**src/rtl/param_code_lock.sv**
```systemverilog
// Keypad code lock: collects CODE_LEN digits, judges the whole sequence, drives unlock/lockout/alarm.
// Latency: outputs decode registered state; result visible from the edge that samples the last digit.
// Backpressure: none; buttons are ignored while in lockout, alarm or (except relock/program) open.
// Optional in-field reprogramming is enabled by defining PARAM_CODE_LOCK_PROG_EN.
module param_code_lock #(
  parameter int DIGIT_W     = 4,
  parameter int CODE_LEN    = 4,
  parameter int MAX_FAILS   = 3,
  parameter int LOCKOUT_CYC = 1000,
  parameter int OPEN_CYC    = 500,
  parameter logic [CODE_LEN*DIGIT_W-1:0] DEFAULT_CODE = 16'h1234
) (
  input  logic                             clk,
  input  logic                             rst_n,
  input  logic [DIGIT_W-1:0]               entry,
  input  logic                             enter_btn,
  input  logic                             clear_btn,
  input  logic                             lock_btn,
  input  logic                             prog_btn,
  output logic                             unlock,
  output logic                             lockout,
  output logic                             alarm,
  output logic [$clog2(CODE_LEN+1)-1:0]    digit_cnt,
  output logic [$clog2(MAX_FAILS+1)-1:0]   fail_cnt
);

  localparam int CODE_W  = CODE_LEN * DIGIT_W;
  localparam int CNT_W   = $clog2(CODE_LEN + 1);
  localparam int FAIL_W  = $clog2(MAX_FAILS + 1);
  localparam int TMR_MAX = (LOCKOUT_CYC > OPEN_CYC) ? LOCKOUT_CYC : OPEN_CYC;
  localparam int TMR_W   = $clog2(TMR_MAX + 1);

`ifdef PARAM_CODE_LOCK_PROG_EN
  typedef enum logic [2:0] {ENTRY, OPEN, LOCKOUT, ALARM, PROG} state_t;
`else
  typedef enum logic [2:0] {ENTRY, OPEN, LOCKOUT, ALARM} state_t;
`endif

  state_t              state_q, state_d;
  logic [CNT_W-1:0]    digit_cnt_q, digit_cnt_d;
  logic [FAIL_W-1:0]   fail_cnt_q, fail_cnt_d;
  logic                mismatch_q, mismatch_d;
  logic [TMR_W-1:0]    timer_q, timer_d;
  logic [CODE_W-1:0]   code_w;
  logic [DIGIT_W-1:0]  code_digit;
  logic                last_digit;
  logic                mism_now;
  logic [FAIL_W-1:0]   fail_inc;

`ifdef PARAM_CODE_LOCK_PROG_EN
  logic [CODE_W-1:0]   code_q, code_d;
  logic [CODE_W-1:0]   shadow_q, shadow_d;
  logic [CODE_W-1:0]   shadow_shift;
  assign code_w       = code_q;
  // New digit enters at the bottom so the first-entered digit ends up most significant.
  assign shadow_shift = (shadow_q << DIGIT_W) | CODE_W'(entry);
`else
  logic                unused_prog;
  assign code_w      = DEFAULT_CODE;
  assign unused_prog = prog_btn;
`endif

  // Digit of the stored code expected at the current position (position 0 is the MSB digit).
  assign code_digit = DIGIT_W'(code_w >> (DIGIT_W * (CODE_LEN - 1 - int'(digit_cnt_q))));
  assign last_digit = (digit_cnt_q == CNT_W'(CODE_LEN - 1));
  assign mism_now   = mismatch_q | (entry != code_digit);
  assign fail_inc   = fail_cnt_q + FAIL_W'(1);

  // State and datapath registers with synchronous active-low reset.
  always_ff @(posedge clk) begin
    if (!rst_n) begin
      state_q     <= ENTRY;
      digit_cnt_q <= '0;
      fail_cnt_q  <= '0;
      mismatch_q  <= 1'b0;
      timer_q     <= '0;
`ifdef PARAM_CODE_LOCK_PROG_EN
      code_q      <= DEFAULT_CODE;
      shadow_q    <= '0;
`endif
    end else begin
      state_q     <= state_d;
      digit_cnt_q <= digit_cnt_d;
      fail_cnt_q  <= fail_cnt_d;
      mismatch_q  <= mismatch_d;
      timer_q     <= timer_d;
`ifdef PARAM_CODE_LOCK_PROG_EN
      code_q      <= code_d;
      shadow_q    <= shadow_d;
`endif
    end
  end

  // Next-state logic: sequence judging, timers, failure counting and reprogramming.
  always_comb begin
    state_d     = state_q;
    digit_cnt_d = digit_cnt_q;
    fail_cnt_d  = fail_cnt_q;
    mismatch_d  = mismatch_q;
    timer_d     = timer_q;
`ifdef PARAM_CODE_LOCK_PROG_EN
    code_d      = code_q;
    shadow_d    = shadow_q;
`endif
    case (state_q)
      ENTRY: begin
        if (clear_btn) begin
          // Abort discards any same-cycle digit and counts no failure.
          digit_cnt_d = '0;
          mismatch_d  = 1'b0;
        end else if (enter_btn) begin
          if (last_digit) begin
            digit_cnt_d = '0;
            mismatch_d  = 1'b0;
            timer_d     = '0;
            if (!mism_now) begin
              state_d    = OPEN;
              fail_cnt_d = '0;
            end else if (fail_inc == FAIL_W'(MAX_FAILS)) begin
              state_d    = ALARM;
              fail_cnt_d = fail_inc;
            end else begin
              state_d    = LOCKOUT;
              fail_cnt_d = fail_inc;
            end
          end else begin
            digit_cnt_d = digit_cnt_q + CNT_W'(1);
            mismatch_d  = mism_now;
          end
        end
      end
      LOCKOUT: begin
        if (timer_q == TMR_W'(LOCKOUT_CYC - 1)) begin
          state_d = ENTRY;
          timer_d = '0;
        end else begin
          timer_d = timer_q + TMR_W'(1);
        end
      end
      OPEN: begin
        // Relock (button or timeout) takes priority over a programming request.
        if (lock_btn || (timer_q == TMR_W'(OPEN_CYC - 1))) begin
          state_d = ENTRY;
          timer_d = '0;
`ifdef PARAM_CODE_LOCK_PROG_EN
        end else if (prog_btn) begin
          state_d     = PROG;
          timer_d     = '0;
          digit_cnt_d = '0;
          shadow_d    = '0;
`endif
        end else begin
          timer_d = timer_q + TMR_W'(1);
        end
      end
`ifdef PARAM_CODE_LOCK_PROG_EN
      PROG: begin
        if (clear_btn) begin
          state_d     = ENTRY;
          digit_cnt_d = '0;
        end else if (enter_btn) begin
          if (last_digit) begin
            code_d      = shadow_shift;
            state_d     = ENTRY;
            digit_cnt_d = '0;
          end else begin
            shadow_d    = shadow_shift;
            digit_cnt_d = digit_cnt_q + CNT_W'(1);
          end
        end
      end
`endif
      ALARM: begin
        state_d = ALARM;
      end
      default: begin
        state_d = ENTRY;
      end
    endcase
  end

  assign unlock    = (state_q == OPEN);
  assign lockout   = (state_q == LOCKOUT);
  assign alarm     = (state_q == ALARM);
  assign digit_cnt = digit_cnt_q;
  assign fail_cnt  = fail_cnt_q;

endmodule

```
**config.mk**
```make
export PLATFORM = sky130hd
export DESIGN_NAME = param_code_lock
export DESIGN_NICKNAME = d
export VERILOG_FILES = /design/src/rtl/param_code_lock.sv
export SDC_FILE = /design/constraint.sdc
export NUM_CORES = 1
export LEC_CHECK = 0
export CAP_MARGIN = 20
export CORE_MARGIN = 5
export CORE_UTILIZATION = 52
export CTS_BUF_LIST = sky130_fd_sc_hd__clkbuf_4
export DETAILED_ROUTE_END_ITERATION = 6
export DONT_BUFFER_PORTS = 1
export PLACE_DENSITY_LB_ADDON = 0.15
export SYNTH_ARGS = -nofsm -noshare
export SYNTH_HDL_FRONTEND = slang
export SYNTH_SLANG_ARGS = --single-unit
```
**constraint.sdc**
```tcl
create_clock -name clk -period 3.35 [get_ports clk]
set_input_delay 0.67 -clock clk [delete_from_list [all_inputs] [get_ports clk]]
set_output_delay 0.67 -clock clk [all_outputs]
set_load 0.01 [all_outputs]
```
==> summary.md <==
| Metric | Value |
|---|---|
| Synth area leaders | `dfxtp_1 30%, ha_1 7.2%, nand2_1 4.9%, nand3_1 3.7%, nor2b_1 3.6%` |
| CTS tree | `built` |
| Critical path data required time | `3.59 ns` |
| Syn nets | `159` |
| Clock Skews | `0.00749 ns` |
| Synthesis Warnings | `0` |
| Finish-stage setup viols | `0` |
| WHS | `0.497 ns` |
| Total power | `357 µW` |
| Post_cts resized | `0` |
| Die ar. | `3400 µm²` |
| CTS clock-pin slew for the worst setup and hold paths | `0.11 ns` |
| Combinational power share | `7.5%` |
| Fin. Hold Viols | `0` |
| Seq/Total Area, Yosys | `29.7%` |
| CP endpoint kind | `flop` |
| DP Worst Slack | `1.45 ns` |
| Router iterations before antenna repair | `3` |
| Hold_buf cts | `0` |
| Initial antenna violation count | `0` |
| Setup Total Neg Slack | `0 ns` |
| Core Area | `2210 µm²` |
| Clk pwr share | `31.1%` |
| Fin crit share | `56.3%` |
| Site Rows | `17` |
| DIE WIDTH | `58.3 µm` |
| Max_cap viols | `0` |
| Worst Path Max Fanout | `7` |
| Maximum clock rate | `530 MHz` |
| Chip Height | `58.3 µm` |
| Layout cells sized above 1 | `8.57%` |
| Clock buffer depth | `2` |
| GRT overflow | `0` |
| Final setup margin | `1.46 ns` |
| Int Pwr | `271 µW` |
| Area leader, netlist | `dfxtp_1` |
| Yosys top cell area share | `29.7%` |
| WL per Instance | `14.2 µm` |
| Seq pwr share | `61.4%` |
| Outcome | `finished clean` |
| Via density per instance | `5.91` |
| Async S/R FF share, synth | `0%` |
| P per Cell Area | `289 nW/µm²` |
| Fill cells | `224` |
| Hold Crit Class | `reg -> reg` |
| Critical Path AT | `2.13 ns` |
| Fin. max-slew vios | `0` |
| Boundary Pins | `18` |
| CTS Buf Count | `3` |
| Avg Inst Size Synth | `8.55 µm²` |
| Post-CTS setup buffers | `0` |
| Gp weighted congestion | `0.753` |
| Worst slew margin | `67.7%` |
| Crit path kind | `reg -> reg` |
| Register Area | `360 µm²` |
| Fin crit period | `1.89 ns` |
| Ys flop type | `dfxtp_1` |
| Pin count of the biggest net entering global routing | `29` |
| Vias | `993` |
| Critical Path Source Type | `flop` |
| Input/output buffers | `0` |
| Peak supply drop | `0.000174 V` |
| Final nets | `158` |
| Final WL | `2.39 mm` |
| Sw frac | `24.1%` |
| Least-Margin Pin Slew | `0.481 ns` |
| Initial core utilization | `54.9%` |
| Worst skew pair latency | `0.29 ns` |
| Yosys reg bits | `18` |
| Ant diodes | `0` |
| Total net switching power | `85.9 µW` |
| ANT nets after route | `0` |
| Library cells used by synthesis | `50` |
| Lkg Pwr | `0.000440 µW` |
| H-tree depth | `1` |
| Clock sinks | `18` |
| Post-route DRC violation count | `0` |
| First-pass GRT wire length | `4.22 mm` |
| Drt first-iter violations | `25` |
| Syn Inst Count | `142` |
| RSZ-0062 raised after global routing | `no` |
| Post-DP HPWL | `1.79 mm` |
| EDFF count, synth | `0` |
| Number of global-route vias before repair | `984` |
| Root Driver | `clkbuf_4` |
| Mapped cell area | `1210 µm²` |
| Synth-to-Final Area Change | `1.86%` |
| Multi-input logic area | `792 µm²` |
| GRT Total Usage | `15.5%` |
-- critical path, cell delays in order, from the launching register on --
cell	delay, ns
dfxtp_1	0.51
ha_1	0.25
and4bb_4	0.24
nor2_1	0.08
a221o_1	0.34
a2111oi_2	0.30
a31o_1	0.13
-- cells in the mapped netlist (3+ instances only) --
| library cell | number |
|---|---|
| dfxtp_1 | 18 |
| a21boi_1 | 3 |
| nand2_1 | 16 |
| and2_1 | 4 |
| o211ai_1 | 4 |
| nand4_1 | 4 |
| ha_1 | 7 |
| o21ai_0 | 5 |
| nand3_1 | 9 |
| nor2_1 | 9 |
| inv_1 | 5 |
| a21oi_1 | 3 |
| nor2b_1 | 7 |
| nand3b_1 | 3 |
| mux2i_1 | 3 |
-- metrics by stage --
step | instances | utilization [%] | instance area (µm²)
finish | 168 | 55.9 | 1240
global placement | 164 | 54.7 | 1210
detailed placement | 164 | 54.7 | 1210
global route | 168 | 55.9 | 1240
floorplan | 142 | - | 1210
CTS | 168 | 55.9 | 1240
-- sequential cells by signal, summed over array words and instances (netlist names) --
name        cells
fail_cnt        2
state_q         2
digit_cnt       3
timer_q        10
mismatch_q      1
-- worst paths after layout --
check / from / to / slack, ns / cells after the start
max: digit_cnt[1]$_SDFFE_PN0P_ / state_q[1]$_SDFFE_PN0P_ / 1.46 / 6
min: timer_q[0]$_SDFFE_PN0P_ / timer_q[0]$_SDFFE_PN0P_ / 0.50 / 2
max reg2reg: digit_cnt[1]$_SDFFE_PN0P_ / state_q[1]$_SDFFE_PN0P_ / 1.46 / 6
min reg2reg: timer_q[0]$_SDFFE_PN0P_ / timer_q[0]$_SDFFE_PN0P_ / 0.50 / 2
-- per-layer routing --
metal | routed length [µm] | GRT usage, % | vias up
met5 | 0 | 0 | -
met4 | 10 | 3.64 | 0
met3 | 124 | 3.95 | 2
met2 | 1130 | 27.0 | 15
met1 | 1120 | 19.1 | 464
li1 | - | - | 512
-- cell usage in the layout, fill, tap and decap left out, types with 2 or more instances in the layout --
cell / synthesis / routed
a21boi_1: 3 / 3
a21oi_1: 3 / 3
a32oi_1: 2 / 2
and2_1: 4 / 4
clkbuf_4: 0 / 3
dfxtp_1: 18 / 18
ha_1: 7 / 7
inv_1: 5 / 5
mux2i_1: 3 / 3
nand2_1: 16 / 16
nand3_1: 9 / 9
nand3b_1: 3 / 3
nand4_1: 4 / 4
nand4b_1: 2 / 2
nor2_1: 9 / 9
nor2b_1: 7 / 7
nor3_1: 2 / 2
o211ai_1: 4 / 4
o21ai_0: 5 / 5
o31ai_1: 2 / 2
or3b_1: 2 / 2
-- area by class of cell --
class                           instances  area share (%)
Sequential cell                        18            29.1
Multi-Input combinational cell        112            64.1
Inverter                                6            1.82
Clock inverter                          1           0.304
Tap cell                               28            2.83
Clock buffer                            3            1.82
-- power groups by stage --
stage,sequential (µW),combinational (µW),clock [µW]
detailed placement,224,27.0,0
floorplan,223,28.2,0
global route,220,30.5,128
global placement,224,26.2,0
CTS,219,27.0,119
finish,219,26.7,111
-- cells by family after synthesis --
group,Yosys count,synth area share [%]
compound gates,32,22.0
xor+xnor,1,0.722
fa+ha+maj,7,7.22
buf+inv,12,5.05
flops,18,29.7
mux,3,2.47
simple gates,69,32.9
Power figures use the tool's default switching activity.
